===== src/rtl/instr_fetch_stage_pkg.sv =====
// Shared types and constants for the fetch stage and its IF/ID register.
package instr_fetch_stage_pkg;

  localparam int          XLEN_DEF = 32;
  localparam int          PC_STEP  = 4;
  localparam logic [31:0] NOP_INST = 32'h0000_0013;

  typedef enum logic [0:0] {
    REQ  = 1'b0,
    WAIT = 1'b1
  } fetch_state_t;

endpackage


===== src/rtl/instr_fetch_stage_if_id_reg.sv =====
// IF/ID output register: flush beats load, load beats drain, otherwise hold.
module instr_fetch_stage_if_id_reg
  import instr_fetch_stage_pkg::*;
#(
  parameter int XLEN = XLEN_DEF
) (
  input  logic            clk,
  input  logic            reset,
  input  logic            flush,
  input  logic            load,
  input  logic            drain,
  input  logic [31:0]     inst_in,
  input  logic [XLEN-1:0] pc_in,
  output logic            valid,
  output logic [31:0]     inst,
  output logic [XLEN-1:0] pc
);

  always_ff @(posedge clk) begin
    if (reset) begin
      valid <= 1'b0;
      inst  <= NOP_INST;
      pc    <= '0;
    end else if (flush) begin
      valid <= 1'b0;
    end else if (load) begin
      valid <= 1'b1;
      inst  <= inst_in;
      pc    <= pc_in;
    end else if (drain) begin
      valid <= 1'b0;
    end
  end

endmodule


===== src/rtl/instr_fetch_stage.sv =====
// RISC-V fetch stage: PC, single-outstanding imem request, redirect/flush.
// Optional FETCH_MISALIGN_TRAP_EN: misaligned redirect target traps and halts fetch.
module instr_fetch_stage
  import instr_fetch_stage_pkg::*;
#(
  parameter int            XLEN     = XLEN_DEF,
  parameter logic [XLEN-1:0] RESET_PC = '0
) (
  input  logic            clk,
  input  logic            reset,
  output logic            imem_req_valid,
  input  logic            imem_req_ready,
  output logic [XLEN-1:0] imem_addr,
  input  logic            imem_rsp_valid,
  input  logic [31:0]     imem_rsp_data,
  input  logic            redirect_valid,
  input  logic [XLEN-1:0] redirect_pc,
  input  logic            id_ready,
  output logic            id_valid,
  output logic [31:0]     id_inst,
  output logic [XLEN-1:0] id_pc
`ifdef FETCH_MISALIGN_TRAP_EN
  ,
  output logic            fetch_misaligned,
  output logic [XLEN-1:0] fetch_bad_addr
`endif
);

  fetch_state_t    state;
  logic [XLEN-1:0] pc, req_pc, tgt;
  logic            drop, blocked, req_fire, rsp_fire, load;

`ifdef FETCH_MISALIGN_TRAP_EN
  assign tgt     = redirect_pc;
  assign blocked = fetch_misaligned;

  always_ff @(posedge clk) begin
    if (reset) begin
      fetch_misaligned <= 1'b0;
      fetch_bad_addr   <= '0;
    end else if (redirect_valid && (redirect_pc[1:0] != 2'b00)) begin
      fetch_misaligned <= 1'b1;
      fetch_bad_addr   <= redirect_pc;
    end
  end
`else
  logic unused_tgt_lsb;
  assign unused_tgt_lsb = ^redirect_pc[1:0];
  assign tgt     = {redirect_pc[XLEN-1:2], 2'b00};
  assign blocked = 1'b0;
`endif

  // Issue only when the IF/ID slot is free or draining, so a response always fits.
  assign imem_req_valid = (state == REQ) && (!id_valid || id_ready) && !redirect_valid && !blocked;
  assign imem_addr      = pc;
  assign req_fire       = imem_req_valid && imem_req_ready;
  assign rsp_fire       = (state == WAIT) && imem_rsp_valid;
  assign load           = rsp_fire && !drop;

  always_ff @(posedge clk) begin
    if (reset) begin
      pc     <= RESET_PC;
      req_pc <= RESET_PC;
      state  <= REQ;
      drop   <= 1'b0;
    end else if (redirect_valid) begin
      pc <= tgt;
      // An in-flight request becomes wrong-path; retire it now or mark it for discard.
      if (state == WAIT) begin
        if (imem_rsp_valid) begin
          drop  <= 1'b0;
          state <= REQ;
        end else begin
          drop  <= 1'b1;
        end
      end
    end else begin
      if (req_fire) begin
        req_pc <= pc;
        pc     <= pc + XLEN'(PC_STEP);
        state  <= WAIT;
      end
      if (rsp_fire) begin
        drop  <= 1'b0;
        state <= REQ;
      end
    end
  end

  instr_fetch_stage_if_id_reg #(.XLEN(XLEN)) u_if_id (
    .clk     (clk),
    .reset   (reset),
    .flush   (redirect_valid),
    .load    (load),
    .drain   (id_ready),
    .inst_in (imem_rsp_data),
    .pc_in   (req_pc),
    .valid   (id_valid),
    .inst    (id_inst),
    .pc      (id_pc)
  );

endmodule


===== config.mk =====
export PLATFORM = sky130hd
export DESIGN_NAME = instr_fetch_stage
export DESIGN_NICKNAME = d
export VERILOG_FILES = /design/src/rtl/instr_fetch_stage_pkg.sv /design/src/rtl/instr_fetch_stage_if_id_reg.sv /design/src/rtl/instr_fetch_stage.sv
export SDC_FILE = /design/constraint.sdc
export NUM_CORES = 1
export LEC_CHECK = 0
export ABC_AREA = 1
export CAP_MARGIN = 25
export CORE_MARGIN = 1.5
export CORE_UTILIZATION = 51
export DETAILED_ROUTE_END_ITERATION = 10
export PLACE_DENSITY = 0.86
export SYNTH_ARGS = -nofsm -noshare
export SYNTH_HDL_FRONTEND = slang
export SYNTH_SLANG_ARGS = --single-unit

===== constraint.sdc =====
create_clock -name clk -period 2.4 [get_ports clk]
set_input_delay 0.48 -clock clk [delete_from_list [all_inputs] [get_ports clk]]
set_output_delay 0.48 -clock clk [all_outputs]
set_load 0.03 [all_outputs]

==> results.json, run 1 <==
{
  "p_int_w": 0.00408,
  "leakage_nw": 3.20,
  "yosys-top-cells-count": "nor2_1 (146), nand2_1 (139), dfxtp_1 (125)",
  "p_seq_frac": 0.412,
  "wl_met3_um": 1220,
  "layout.nets": 1017,
  "ys.flop_type": "dfxtp_1",
  "h-tree-depth": 4,
  "comb_power_share": 0.130,
  "die_w_um": 108,
  "grt_use_total": 0.260,
  "post-dp-hpwl_um": 10400,
  "synth_compound_area_frac": 0.152,
  "initialDrtViolationCount": 352,
  "yosys_register_bits": 125,
  "period_share": 0.923,
  "core_area_mm2": 0.0108,
  "wl_per_cell_um": 13.6,
  "fmax_ghz": 0.452,
  "dr.pass1.iters": 7,
  "hp-class": "reg2reg",
  "synth-xor-area-share": 0,
  "maxCapViolations": 0,
  "post_cts_buffers": 0,
  "synthAdderAreaFrac": 0.00221,
  "grt_antenna_before_repair": 0,
  "synth.yosys.warnings": 0,
  "fin_crit_ns": 2.21,
  "synth_cell_type_count": 33,
  "status": "completed",
  "vdd_drop_max_v": 0.000411,
  "fin_tns_setup_ns": 0,
  "syn_area_mm2": 0.00565,
  "grt_overflow_total": 0,
  "grt_pass1_vias": 4974,
  "syn_to_final_growth_pct": 39.3,
  "endpoint_kind": "output port",
  "clockPowerShare": 0.458,
  "critPathArrivalTime_ns": 1.73,
  "fp-row-count": 38,
  "cts_made_buffers": 17,
  "postRouteAntennaNets": 0,
  "muxShareOfSynthArea": 0,
  "synth-edff-count": 0,
  "routed_wl_um": 14900,
  "grt_max_degree": 60,
  "post-synth-top-count-cell": "nor2_1",
  "critPathKind": "reg2out",
  "switching_power_w": 0.00138,
  "final_max_slew_viol_count": 0,
  "seq_area_frac_synth": 0.443,
  "wl_met1_um": 6620,
  "cp_top_family": "buffers and inverters",
  "vias_per_cell": 5.04,
  "synth_top_family_by_area": "simple AND/OR/NAND/NOR gates",
  "layout-drive-gt1-share": 0.0772,
  "synth-simple-area-share": 0.284,
  "yosysTopAreaCell": "dfxtp_1",
  "routed.top_layer": "met4",
  "critPathMaxFanout": 8,
  "hold_viol": 0,
  "tritoncts": "built",
  "wl_met2_um": 6750,
  "clock_skew_ns": 0.00766,
  "cts_buffer_depth": 2,
  "critPathSlowestCell": "clkdlybuf4s50_1",
  "die_y_um": 108,
  "clkLatencyLatePin_ns": 0.51,
  "cts_num_sinks": 125,
  "path_cells": "clkdlybuf4s50_1",
  "num_vias": 5539,
  "syn_inst": 794,
  "switching_share": 0.252,
  "syn_avg_cell_area_um2": 7.12,
  "required_ns": 1.92,
  "rsz0062_at_grt": "no",
  "cts_resized": 0,
  "diodes": 0,
  "powerDensity_mw_per_mm2": 694,
  "grt_pass1_wl_um": 23800,
  "path_buf_inv": 1,
  "initial_core_util": 0.521,
  "cp-start-kind": "flip-flop",
  "globalplace.congestion": 0.919,
  "setup_viol": 0,
  "ios": 168,
  "die_area_mm2": 0.0117,
  "synthTopCellsByArea": "dfxtp_1 (44%), nor2_1 (9.7%), nand2_1 (9.2%)",
  "cts.clk_slew.worst_paths_ns": 0.06,
  "synth_top_area_frac": 0.443,
  "port_buffers": 161,
  "dp_worst_setup_slack_ns": 0.187,
  "postCtsHoldBufs": 0,
  "async_flop_share": 0,
  "drc": 0,
  "max_stage_delay_ns": 0.74,
  "cts-root-buf": "clkbuf_8",
  "worst_slack_ns": 0.185
}
## final timing paths
| path | from | to | slack (ns) | cells after the start |
|---|---|---|---|---|
| max | imem_addr[4] | imem_addr[4] | 0.19 | 1 |
| min | req_pc[26] | u_if_id.pc[26] | 0.46 | 2 |
| max reg2reg | imem_addr[3] | imem_addr[20] | 0.77 | 10 |
| min reg2reg | req_pc[26] | u_if_id.pc[26] | 0.46 | 2 |
## cell type report
type / count / area (um2)
clock buffers: 21 / 439
well taps: 140 / 175
inverters: 92 / 348
clock inverters: 11 / 143
multi-input cells: 534 / 2490
repair buffers: 176 / 1770
flip-flops and latches: 125 / 2500
fillers: 853 / 2970
## state kept, by name, indices dropped and copies added (netlist names)
register / count
u_if_id.inst: 32
imem_addr: 30
req_pc: 30
u_if_id.pc: 30
drop: 1
state: 1
u_if_id.valid: 1
## routing by layer
layer,GRT usage,vias to the layer above
met2,0.411,221
met1,0.340,2465
met3,0.0711,25
met5,0,-
met4,0.0930,0
li1,-,2828
## cell usage in the layout (no fill, tap or decap), drive strengths merged
cell type	n
a31oi	3
a21oi	42
bufinv	3
clkinvlp	2
nor2	158
ha	1
dfxtp	125
nand2	148
clkdlybuf4s50	160
nand3b	7
a211oi	14
a22oi	1
buf	16
or2	1
inv	92
nand3	46
o21ai	96
o211ai	5
clkbuf	21
nor3	5
clkinv	6
conb	4
nand4	3
## logic make-up (layout without fill, tap and decap cells)
kind of cell / Yosys count / after routing
buffers and inverters: 138 / 300
DFF: 125 / 125
other: 1 / 4
AOI/OAI and AO/OA: 161 / 161
adders and majority gates: 1 / 1
and+or+nand+nor: 368 / 368
## through the flow
step                       util  power (W)  std cells  hold slack [ns]  instance area, um2
after global placement    0.672    0.00298       1067            0.447                7290
after global routing      0.726    0.00565       1099            0.478                7870
after floorplan               -    0.00269        797            0.430                5660
final                     0.726    0.00546       1099            0.455                7870
after CTS                 0.726    0.00549       1099            0.457                7870
after detailed placement  0.672    0.00299       1067            0.451                7290
## power groups by stage
stage	Combinational [W]	Clock, W	Sequential (W)
after CTS	0.000709	0.00254	0.00225
final	0.000709	0.00250	0.00225
after floorplan	0.000297	0	0.00239
after global routing	0.000771	0.00262	0.00226
after global placement	0.000692	0	0.00229
after detailed placement	0.000703	0	0.00229
(Power assumes the default switching activity.)
==> run 2, diff against run 1 <==
--- a/config.mk
+++ b/config.mk
@@ -11,6 +11,7 @@
 export CORE_UTILIZATION = 51
 export DETAILED_ROUTE_END_ITERATION = 10
 export PLACE_DENSITY = 0.86
+export SLEW_MARGIN = 30
 export SYNTH_ARGS = -nofsm -noshare
 export SYNTH_HDL_FRONTEND = slang
 export SYNTH_SLANG_ARGS = --single-unit
==> results of run 2 <==
Same layout as run 1: the final DEF is identical, and so are final timing and power.
==> run 3, diff against run 2 <==
--- a/config.mk
+++ b/config.mk
@@ -9,7 +9,9 @@
 export CAP_MARGIN = 25
 export CORE_MARGIN = 1.5
 export CORE_UTILIZATION = 51
+export CTS_CLUSTER_DIAMETER = 150
 export DETAILED_ROUTE_END_ITERATION = 10
+export GPL_ROUTABILITY_DRIVEN = 0
 export PLACE_DENSITY = 0.86
 export SLEW_MARGIN = 30
 export SYNTH_ARGS = -nofsm -noshare
==> results of run 3 <==
Same layout as run 1: the final DEF is identical, and so are final timing and power.
